$ cat config.mk
export PLATFORM = sky130hd
export DESIGN_NAME = mult_ctrl_param
export DESIGN_NICKNAME = d
export VERILOG_FILES = /design/src/rtl/mult_pkg.sv /design/src/rtl/mult_step_counter.sv /design/src/rtl/mult_ctrl_param.sv
export SDC_FILE = /design/constraint.sdc
export NUM_CORES = 1
export LEC_CHECK = 0
export CAP_MARGIN = 20
export CORE_MARGIN = 4
export CORE_UTILIZATION = 29
export DETAILED_ROUTE_END_ITERATION = 10
export SLEW_MARGIN = 10
export SYNTH_ARGS = -nofsm -noshare
export SYNTH_HDL_FRONTEND = slang
export SYNTH_SLANG_ARGS = --single-unit
$ cat constraint.sdc
create_clock -name clk_i -period 1.34 [get_ports clk_i]
set_input_delay 0.134 -clock clk_i [delete_from_list [all_inputs] [get_ports clk_i]]
set_output_delay 0.134 -clock clk_i [all_outputs]
set_load 0.02 [all_outputs]
$ cat src/rtl/mult_pkg.sv
// Shared types and defaults for the chunked multiplier control path.
package mult_pkg;

  typedef enum logic [1:0] {
    IDLE  = 2'b00,
    MULT  = 2'b01,
    DRAIN = 2'b11,
    DONE  = 2'b10
  } mult_state_t;

  localparam int MULT_NCHUNK_DEF     = 4;
  localparam int MULT_PIPE_DEPTH_DEF = 2;

  // Counter width able to hold 0..n-1; never narrower than one bit.
  function automatic int cnt_width(input int n);
    return (n > 1) ? $clog2(n) : 1;
  endfunction

endpackage

$ cat src/rtl/mult_step_counter.sv
// Loadable up/down step counter.
// Priority: clear > hold > load > count.
module mult_step_counter #(
  parameter int W = 2
) (
  input  logic         clk_i,
  input  logic         rst_i,
  input  logic         clr_i,
  input  logic         hold_i,
  input  logic         load_i,
  input  logic [W-1:0] load_val_i,
  input  logic         cnt_en_i,
  input  logic         up_i,
  output logic [W-1:0] cnt_o
);

  logic [W-1:0] cnt_q, cnt_d;

  // Next count selection.
  always_comb begin
    cnt_d = cnt_q;
    if (clr_i) begin
      cnt_d = '0;
    end else if (hold_i) begin
      cnt_d = cnt_q;
    end else if (load_i) begin
      cnt_d = load_val_i;
    end else if (cnt_en_i) begin
      cnt_d = up_i ? cnt_q + 1'b1 : cnt_q - 1'b1;
    end
  end

  // Count register, asynchronously cleared.
  always_ff @(posedge clk_i or posedge rst_i) begin
    if (rst_i) cnt_q <= '0;
    else       cnt_q <= cnt_d;
  end

  assign cnt_o = cnt_q;

endmodule

$ cat src/rtl/mult_ctrl_param.sv
// Parametrised control path for the chunked RV32M multiplier datapath.
// Sequences IDLE -> MULT (NCHUNK steps) -> DRAIN (PIPE_DEPTH steps) -> DONE.
// Handshake: start_i is accepted only in IDLE with hold_i=0 and abort_i=0
// (op_ready_o shows IDLE); abort_i wins over everything and returns to IDLE
// without done_o; hold_i freezes state and counters and masks all enables.
// Optional feature macro: MULT_CTRL_EARLY_OUT_EN (leave MULT early when the
// remaining B chunks are all zero).
module mult_ctrl_param
  import mult_pkg::*;
#(
  parameter  int NCHUNK     = MULT_NCHUNK_DEF,
  parameter  int PIPE_DEPTH = MULT_PIPE_DEPTH_DEF,
  localparam int IDX_W      = $clog2(NCHUNK)
) (
  input  logic             clk_i,
  input  logic             rst_i,
  input  logic             start_i,
  input  logic             abort_i,
  input  logic             hold_i,
  input  logic             b_rest_zero_i,
  output logic             op_ready_o,
  output logic             busy_o,
  output logic             reg_A_en_o,
  output logic             reg_B_en_o,
  output logic             AC_en_o,
  output logic             AC_clr_o,
  output logic             en_pipe_o,
  output logic             mux_B_sel_o,
  output logic             rol_en_o,
  output logic [IDX_W-1:0] chunk_idx_o,
  output logic             done_o
);

  localparam int                DCNT_W     = cnt_width(PIPE_DEPTH);
  localparam logic [IDX_W-1:0]  IDX_LAST   = IDX_W'(NCHUNK - 1);
  localparam logic [DCNT_W-1:0] DCNT_START = DCNT_W'(PIPE_DEPTH - 1);

  mult_state_t       state_q, state_d;
  logic [IDX_W-1:0]  idx_q;
  logic [DCNT_W-1:0] dcnt_q;
  logic              idx_clr, idx_inc;
  logic              dcnt_clr, dcnt_load, dcnt_dec;
  logic              early_out;

`ifdef MULT_CTRL_EARLY_OUT_EN
  assign early_out = b_rest_zero_i && (idx_q != IDX_LAST);
`else
  logic unused_b_rest_zero;
  assign unused_b_rest_zero = b_rest_zero_i;
  assign early_out          = 1'b0;
`endif

  // Next-state and counter control; abort first, then hold, then sequencing.
  always_comb begin
    state_d   = state_q;
    idx_clr   = 1'b0;
    idx_inc   = 1'b0;
    dcnt_clr  = 1'b0;
    dcnt_load = 1'b0;
    dcnt_dec  = 1'b0;
    if (abort_i) begin
      state_d  = IDLE;
      idx_clr  = 1'b1;
      dcnt_clr = 1'b1;
    end else if (!hold_i) begin
      case (state_q)
        IDLE: begin
          if (start_i) begin
            state_d = MULT;
            idx_clr = 1'b1;
          end
        end
        MULT: begin
          if (idx_q == IDX_LAST || early_out) begin
            state_d   = DRAIN;
            idx_clr   = 1'b1;
            dcnt_load = 1'b1;
          end else begin
            idx_inc = 1'b1;
          end
        end
        DRAIN: begin
          if (dcnt_q == '0) state_d = DONE;
          else              dcnt_dec = 1'b1;
        end
        DONE:    state_d = IDLE;
        default: state_d = IDLE;
      endcase
    end
  end

  // State register.
  always_ff @(posedge clk_i or posedge rst_i) begin
    if (rst_i) state_q <= IDLE;
    else       state_q <= state_d;
  end

  mult_step_counter #(.W(IDX_W)) u_idx (
    .clk_i      (clk_i),
    .rst_i      (rst_i),
    .clr_i      (idx_clr),
    .hold_i     (hold_i),
    .load_i     (1'b0),
    .load_val_i ('0),
    .cnt_en_i   (idx_inc),
    .up_i       (1'b1),
    .cnt_o      (idx_q)
  );

  mult_step_counter #(.W(DCNT_W)) u_dcnt (
    .clk_i      (clk_i),
    .rst_i      (rst_i),
    .clr_i      (dcnt_clr),
    .hold_i     (hold_i),
    .load_i     (dcnt_load),
    .load_val_i (DCNT_START),
    .cnt_en_i   (dcnt_dec),
    .up_i       (1'b0),
    .cnt_o      (dcnt_q)
  );

  // Output decode from state and idx; hold_i masks every enable.
  always_comb begin
    op_ready_o  = 1'b0;
    busy_o      = 1'b0;
    reg_A_en_o  = 1'b0;
    reg_B_en_o  = 1'b0;
    AC_en_o     = 1'b0;
    AC_clr_o    = 1'b0;
    en_pipe_o   = 1'b0;
    mux_B_sel_o = 1'b0;
    rol_en_o    = 1'b0;
    chunk_idx_o = '0;
    done_o      = 1'b0;
    case (state_q)
      IDLE: begin
        reg_A_en_o = 1'b1;
        reg_B_en_o = 1'b1;
        op_ready_o = 1'b1;
      end
      MULT: begin
        reg_B_en_o  = 1'b1;
        AC_en_o     = 1'b1;
        en_pipe_o   = 1'b1;
        mux_B_sel_o = 1'b1;
        rol_en_o    = 1'b1;
        busy_o      = 1'b1;
        chunk_idx_o = idx_q;
        AC_clr_o    = (idx_q == '0);
      end
      DRAIN: begin
        AC_en_o   = 1'b1;
        en_pipe_o = 1'b1;
        busy_o    = 1'b1;
      end
      DONE: begin
        done_o = 1'b1;
        busy_o = 1'b1;
      end
      default: ;
    endcase
    if (hold_i) begin
      reg_A_en_o = 1'b0;
      reg_B_en_o = 1'b0;
      AC_en_o    = 1'b0;
      AC_clr_o   = 1'b0;
      en_pipe_o  = 1'b0;
      rol_en_o   = 1'b0;
    end
  end

endmodule

Word-level counts from Yosys, hierarchy flattened --
Cells that the tools add are included.
Storage, ports and cells: word-level logic and storage cells 68, input port bits 6, output and inout bits 12, flip-flop bits (word level) 5
Cells by class: $add $sub $neg 2, equality and inequality tests 10, muxes and demuxes 43, reduce and logical (&&, ||, !) cells 10
Operators with widths (count):
- 1-bit 2-to-1 mux | 32
- 2-bit 2-to-1 mux | 9
- 3-bit inequality test (second input constant) | 3
- 2-bit one-hot mux with 4 select lines | 1
- 2-bit equality test (second input constant) | 3
- 2-bit zero test | 2
- 2-bit by 1-bit inequality test with 1-bit output (second input constant) | 2
- 2-bit AND reduction | 2
- 4-bit AND reduction | 1
- 2-bit OR reduction | 2
- 3-bit nonzero test | 1
- 3-bit OR reduction | 1
- 2-bit by 1-bit adder with 2-bit output (second input constant) | 1
- 2-bit by 1-bit equality test with 1-bit output (second input constant) | 1
- 2-bit inequality test (second input constant) | 1
- 1-bit one-hot mux with 2 select lines | 1
- 2-bit nonzero test | 1
- 1-bit subtractor (second input constant) | 1

Logic depth before layout (Yosys ltp) --
Gate-level depths: netlist of run 1.
depth after elaboration 8, gate-level depth with buffers 4, depth with buffers taken out 4

Modules after synthesis --
A second synthesis of run 1 with hierarchy kept.
Second synthesis, totals: cell total of the unflattened synthesis 55, area, all modules 479.2 um2
Modules (own cells, without submodules):
- mult_ctrl_param | seq. area each 50.0 um2, instances 1, cells an instance 35, area each 276.5 um2
- mult_step_counter (u_idx) | seq. area each 50.0 um2, instances 1, cells an instance 13, area each 141.4 um2
- mult_step_counter (u_dcnt) | seq. area each 25.0 um2, instances 1, cells an instance 7, area each 61.3 um2

Worst setup path before layout of run 1 --
Ideal clock, no wire load.
kind reg-to-output, start register state_q[1], end output port AC_clr_o, data required time 1206 ps, cell stages (with the launch flop) 4, arrival time 1066 ps, setup slack 140 ps, path buffers 1, cells stage by stage dfrtp_1 buf_6 nor2b_2 and3_1
On the way: word-level cells in the longest chain between the ends 3
RTL lines:
- start: declaration | line mult_ctrl_param.sv:38 | mult_state_t state_q, state_d;
- start signal: assignment | line mult_ctrl_param.sv:95 | else state_q <= state_d;
- 2-bit by 1-bit equality test with 1-bit output | line mult_ctrl_param.sv:135 | case (state_q)
- 1-bit 2-to-1 mux | line mult_ctrl_param.sv:135
- 1-bit 2-to-1 mux | line mult_ctrl_param.sv:162 | if (hold_i) begin
- end: declaration | line mult_ctrl_param.sv:26 | output logic AC_clr_o,
No other way between the ends.

Worst setup path after layout of run 1 --
start register state_q[0], end output port done_o
On the way: word-level cells in the longest chain between the ends 2
RTL lines:
- 2-bit equality test | line mult_ctrl_param.sv:135
- 1-bit 2-to-1 mux | line mult_ctrl_param.sv:135
- end: declaration | line mult_ctrl_param.sv:31 | output logic done_o
No other way between the ends.

==> summary.md, run 1 <==
| Metric | Value |
|---|---|
| Synth cell types | `20` |
| Drt via density | `4.460` |
| Io pins | `18` |
| Largest family of logic cells by synthesized area | `simple AND/OR/NAND/NOR gates` |
| Total of max-cap violations | `0` |
| Antenna fix cells | `0` |
| Area grow syn2layout | `61.72%` |
| Crit path DAT | `1.13 ns` |
| Avg Cell Area, Syn | `9.027 um2` |
| Seq pwr share | `0.354` |
| Die X | `44.16 um` |
| CTS root buf | `clkbuf_4` |
| RePlAce Congestion | `0.8102` |
| Post-Synth Simple-Gate Area | `0.2871` |
| Core ar. | `1171 um2` |
| IO Port Bufs | `16` |
| Aggregate global-route resource usage | `0.1096` |
| Synth Area in Adders | `0.06601` |
| Yosys Warn Count | `0` |
| Count leader, synth | `inv_1` |
| Type of origin of the critical path | `flip-flop` |
| Final Net Count | `82` |
| Post-Synthesis Cell Area | `379.1 um2` |
| Worst path cell trace | `buf_4 -> and2b_1 -> buf_6` |
| Vias | `388` |
| R2R depth | `4` |
| Area contributors post-synth | `dfrtp_1, buf_6, ha_1` |
| Initial antenna violation count | `0` |
| CP Capture Type | `output port` |
| Commonest cells post-synth | `inv_1, dfrtp_1, a21oi_1` |
| Grt ovf | `0` |
| Final setup viols | `0` |
| Peak VDD IR | `0.7667 mV` |
| FMAX | `0.7886 GHz` |
| Mapped Nets | `50` |
| Synth Area in XOR/XNOR | `0` |
| Clock power frac | `0.385` |
| Fin. Hold Viols | `0` |
| Final Skew | `0.002773 ns` |
| Placement Cell Area | `620.6 um2` |
| WL final | `883 um` |
| Slowest CP cell | `dfrtp_1` |
| Sw power | `0.0001208 W` |
| Mux contribution to synthesized area | `0` |
| R2r setup slk | `0.14 ns` |
| Fillers | `117` |
| Setup TNS | `0 ns` |
| Crit-path max cell delay | `0.39 ns` |
| Post-synth top area share | `0.3300` |
| Die height | `44.16 um` |
| WL/cell | `10.15 um` |
| Outcome | `finished clean` |
| Unrepaired setup endpoints after global routing | `no` |
| Sequential cell area fraction in the yosys report | `0.3300` |
| Clock tree buffer depth | `2` |
| Post-synth EDFFs | `0` |
| First-pass GRT wire length | `1518 um` |
| Worst-path clk slew | `0.04 ns` |
| Comb pwr share | `0.261` |
| Worst Hold Class | `in2async` |
| Clock period minus worst slack | `1.268 ns` |
| Antenna-violating nets left | `0` |
| Post-synthesis compound-gate area fraction | `0.1485` |
| Clock latency on the worst-skew pair | `0.24 ns` |
| Worst-path fanout max | `5` |
| Critical Path RT | `1.21 ns` |
| DRC | `0` |
| Synth async-reset ratio | `1.000` |
| Worst slew pin tran | `0.2241 ns` |
| Row count | `12` |
| Starting Density | `0.3237` |
| Reg2reg start | `state_q[1]` |
| Int Power | `0.0003254 W` |
| CTS Sinks | `5` |
| CTS buffer count | `3` |
| Pwr Density | `727.9 nW/um2` |
| Final core occ | `0.5235` |
| Yosys reg bits | `5` |
| Design Area, Final | `613.1 um2` |
| Final Cycle Share | `0.9463` |
| Full die area | `1950 um2` |
| Ys flop type | `dfrtp_1` |
| Worst Hold Margin | `0.09103 ns` |
| Pre-antenna DRT Iters | `4` |
| Largest net degree at the start of global routing | `7` |
| Layout cells sized above 1 | `0.5068` |
| Setup CP Type | `reg2out` |
| Slew Limit Fails | `0` |
| Post-DP HPWL | `738.8 um` |
| Slew headroom | `0.8493` |
| CTS H-tree lvls | `1` |
| Leak | `0.3333 nW` |
| Vias in the first global route | `347` |
| Reg-to-Reg End | `u_idx.cnt_o[0]` |
| TritonCTS clock tree | `yes` |
| Mapped Cells | `42` |
| Switching share of power | `0.2708` |
| Post-cts hold buffer count | `0` |
| Cell taking the most area after synthesis | `dfrtp_1` |
| Initial drt markers | `7` |
==> metrics by stage <==
stage                     setup WS (ns)  instances  total power, W
after floorplan                  0.1396         42       0.0002220
after global placement          -0.2588         82       0.0002896
after detailed placement        -0.2722         82       0.0002897
after CTS                     -0.002477         86       0.0004608
after global routing           0.002903         87       0.0004865
final                           0.07195         87       0.0004462
==> registers in the layout, indices dropped and copies added (netlist names) <==
signal        count
state_q           2
u_dcnt.cnt_o      1
u_idx.cnt_o       2
==> cell usage in the layout (no fill, tap or decap), types with 2 or more instances in the layout <==
| cell type | n |
|---|---|
| a21oi_1 | 4 |
| and2_1 | 3 |
| buf_2 | 10 |
| buf_4 | 16 |
| clkbuf_4 | 3 |
| clkdlybuf4s50_1 | 4 |
| dfrtp_1 | 5 |
| ha_1 | 2 |
| inv_1 | 5 |
| nand4_1 | 2 |
| nor2_1 | 3 |
| nor2b_4 | 2 |
| o31ai_1 | 2 |
==> critical path, delay by kind of cell, from the launching register on <==
kind | cells | cell delay [ns]
buffers and inverters | 2 | 0.28
AND/OR/NAND/NOR | 1 | 0.22
flip-flops | 1 | 0.39
==> logic make-up after synthesis <==
family | count (synthesis)
AND/OR/NAND/NOR | 17
buffers and inverters | 10
AO/OA/AOI/OAI | 8
flip-flops | 5
adder cells (fa/ha/maj) | 2
==> worst max path at each step <==
stage          startpoint         end  slack [ns]  depth (start not counted)
3_3_place_gp       hold_i   en_pipe_o       -0.26                          4
6_report       state_q[0]      done_o        0.07                          3
4_1_cts        state_q[1]  reg_B_en_o      -0.002                          3
2_1_floorplan  state_q[1]    AC_clr_o        0.14                          3
3_5_place_dp       hold_i  reg_B_en_o       -0.27                          4
5_1_grt        state_q[0]      done_o       0.003                          3
==> timing repair <==
item,CTS,global route
setup endpoints to repair,12,10
gates resized for setup,43,12
endpoints found under the hold margin,0,0
setup buffers,0,1
==> final cells by class <==
type	count	area (um2)	share of cell area
Tap cell	14	17.52	0.02857
Clock buffer	4	26.28	0.04286
Multi-Input combinational cell	27	200.2	0.3265
Inverter	6	22.52	0.03673
Sequential cell	5	125.1	0.2041
Timing Repair Buffer	31	221.5	0.3612
==> power groups by stage <==
stage | combinational [W] | sequential [W] | clock (W)
3_5_place_dp | 0.000130 | 0.000159 | 0
3_3_place_gp | 0.000130 | 0.000159 | 0
6_report | 0.000117 | 0.000158 | 0.000172
5_1_grt | 0.000127 | 0.000158 | 0.000201
2_1_floorplan | 0.0000629 | 0.000159 | 0
4_1_cts | 0.000122 | 0.000158 | 0.000181
==> per-layer routing <==
metal | share of wire | routed length, um | global-route usage | vias up
li1 | - | - | - | 203
met2 | 0.47 | 418 | 0.1424 | 13
met3 | 0.10 | 90 | 0.07317 | 0
met4 | 0 | 0 | 0.03614 | 0
met1 | 0.42 | 374 | 0.1429 | 172
met5 | 0 | 0 | 0 | -
Note: power is estimated with default switching activity, not from simulation.
==> inputs of run 2 (changes only) <==
ABC_AREA = 1   (was unset)
PLACE_DENSITY = 0.56   (was unset)
==> run 2 against run 1 <==
  * Total power rose by 120%
  * Area after synthesis is 13% higher
  * Combinational power grew to 5.0 times the previous value
  * Synthesized cell count up 48%
  * First-iteration DRC count decreased by 43%
  * Clock skew rose by 0.0024 ns
  * Critical endpoint is now op_ready_o
==> summary.md, run 2 <==
| Metric | Value |
|---|---|
| Outcome | `finished clean` |
| Final WS setup | `0.06077 ns` |
| Slew Limit Fails | `0` |
| Vias in the first global route | `451` |
| Area of the multi-input gates | `252.7 um2` |
| Post-synthesis compound-gate area fraction | `0.02332` |
| RePlAce Congestion | `0.7587` |
| Ys flop type | `dfrtp_1` |
| CTS buffer count | `3` |
| Final Net Count | `101` |
| Design Area, Final | `671.9 um2` |
| IO Port Bufs | `16` |
| Fillers | `152` |
| Cell taking the most area after synthesis | `dfrtp_1` |
| R2r setup slk | `0.11 ns` |
| Area contributors post-synth | `dfrtp_1, nor2_1, nand4_1` |
| Aggregate global-route resource usage | `0.1112` |
| Clock tree buffer depth | `2` |
| Largest family of logic cells by synthesized area | `simple AND/OR/NAND/NOR gates` |
| Final Skew | `0.005169 ns` |
| Setup CP Type | `reg2out` |
| Slew headroom | `0.8506` |
| Count leader, synth | `nor2_1` |
| Commonest cells post-synth | `nor2_1, nand2_1, nand3_1, nand4_1` |
| Clock latency on the worst-skew pair | `0.24 ns` |
| Leak | `0.3557 nW` |
| Full die area | `2159 um2` |
| Most common cell after layout, fill and taps aside | `buf_4` |
| Yosys Warn Count | `0` |
| Setup slack after placement | `-0.2186 ns` |
| Final setup viols | `0` |
| Row count | `13` |
| Drt via density | `4.561` |
| Critical Path Start | `state_q[0]` |
| Most frequent cells in the layout | `buf_4, nor2_1, buf_2` |
| Fin. Hold Viols | `0` |
| Post-synth top area share | `0.2915` |
| Die X | `46.47 um` |
| First-pass GRT wire length | `1731 um` |
| WL final | `1102 um` |
| Worst slew pin tran | `0.2234 ns` |
| Worst-path clk slew | `0.04 ns` |
| CTS Sinks | `5` |
| Worst-path fanout max | `4` |
| Mux contribution to synthesized area | `0` |
| Clock period minus worst slack | `1.279 ns` |
| Antenna fix cells | `0` |
| Synth Area in Adders | `0.05831` |
| Pre-antenna DRT Iters | `4` |
| Layout cells sized above 1 | `0.4674` |
| WL/cell | `10.30 um` |
| TritonCTS clock tree | `yes` |
| Final Cycle Share | `0.9546` |
| Peak VDD IR | `0.7134 mV` |
| Initial antenna violation count | `0` |
| Die height | `46.47 um` |
| Core ar. | `1350 um2` |
| Vias | `488` |
| Mapped Nets | `70` |
| Largest net degree at the start of global routing | `7` |
| CTS H-tree lvls | `1` |
| Type of origin of the critical path | `flip-flop` |
| Pwr Density | `1448 nW/um2` |
| Post-DP HPWL | `903.8 um` |
| Register area | `127.6 um2` |
| Area grow syn2layout | `56.56%` |
| Post-cts hold buffer count | `0` |
| Mapped Cells | `62` |
| Post-synth EDFFs | `0` |
| Avg Cell Area, Syn | `6.922 um2` |
| Starting Density | `0.3179` |
| Crit path DAT | `1.15 ns` |
| DRC | `0` |
| Sequential cell area fraction in the yosys report | `0.2915` |
| Reg2reg start | `u_idx.cnt_o[0]` |
| Grt ovf | `0` |
| Synth Area in XOR/XNOR | `0` |
| Placement Cell Area | `681.9 um2` |
| Initial drt markers | `4` |
| Worst Hold Class | `in2async` |
| Post-Synthesis Cell Area | `429.2 um2` |
| CTS root buf | `clkbuf_4` |
| Io pins | `18` |
| Critical Path RT | `1.21 ns` |
| Unrepaired setup endpoints after global routing | `no` |
| Total of max-cap violations | `0` |
| FMAX | `0.7817 GHz` |
| Antenna-violating nets left | `0` |
| Synth cell types | `18` |
| Synth async-reset ratio | `1.000` |
| Total Power | `0.0009727 W` |
| CP Capture Type | `output port` |
| Yosys reg bits | `5` |
| Post-Synth Simple-Gate Area | `0.4840` |
-- run 2: cell types whose count changed after synthesis, moves of 2 or more --
cell / change
nand2_2: +2
o31ai_1: -2
inv_2: +5
a21oi_1: -3
nand3_1: +7
and2_1: -3
nand4_1: +5
nor3_1: -2
nand2_1: +7
buf_6: -2
nor2_1: +9
-- run 2: repair_timing --
item	CTS	global route
setup buffers	0	0
pin swaps	0	1
gates resized for setup	43	7
setup endpoints to repair	12	11
-- run 2: final timing paths --
| check | end | cells after the start |
|---|---|---|
| max | op_ready_o | 2 |
| min | u_dcnt.cnt_o | 2 |
| min reg2reg | state_q[0] | 2 |
| max in group asynchronous | state_q[1] | 2 |
| min in group clk_i | state_q[0] | 2 |
| max reg2reg | u_idx.cnt_o[0] | 7 |
-- run 2: worst max-delay path, stage by stage (launching register included) --
cell and delay (ns):
dfrtp_2 0.43, nor2_4 0.13, dlygate4sd2_1 0.34
-- run 2: final cells by class --
| class | count | area share |
|---|---|---|
| clock buffer | 4 | 0.03911 |
| inverter | 10 | 0.05587 |
| multi-input combinational | 44 | 0.3762 |
| sequential | 5 | 0.1899 |
| tap | 15 | 0.02793 |
| timing repair buffer | 29 | 0.3110 |
-- run 2: stage by stage --
stage	TNS (ns)	utilization	hold slack (ns)	cells
6_report	0	0.4977	0.08834	107
5_1_grt	0	0.4977	0.1053	107
4_1_cts	0	0.4949	0.08679	107
3_5_place_dp	-1.803	0.5051	0.3474	103
3_3_place_gp	-1.704	0.5051	0.3451	103
2_1_floorplan	0	-	-0.08748	62
-- run 2: routing by layer --
metal	track usage	wire, um	vias to the layer above
met1	0.1425	513	211
met3	0.01953	128	0
met2	0.1758	460	17
met4	0.05682	0	0
met5	0	0	-
li1	-	-	260
-- run 2: logic make-up after synthesis --
logic type / count (synthesis)
AO/OA/AOI/OAI: 2
adder cells (fa/ha/maj): 2
buffers and inverters: 13
flip-flops: 5
AND/OR/NAND/NOR: 40
-- run 2: report_power, final --
part           switching [W]  internal (W)
Sequential         0.0000380      0.000179
Combinational       0.000328      0.000258
Clock              0.0000566      0.000112
Total               0.000423      0.000550
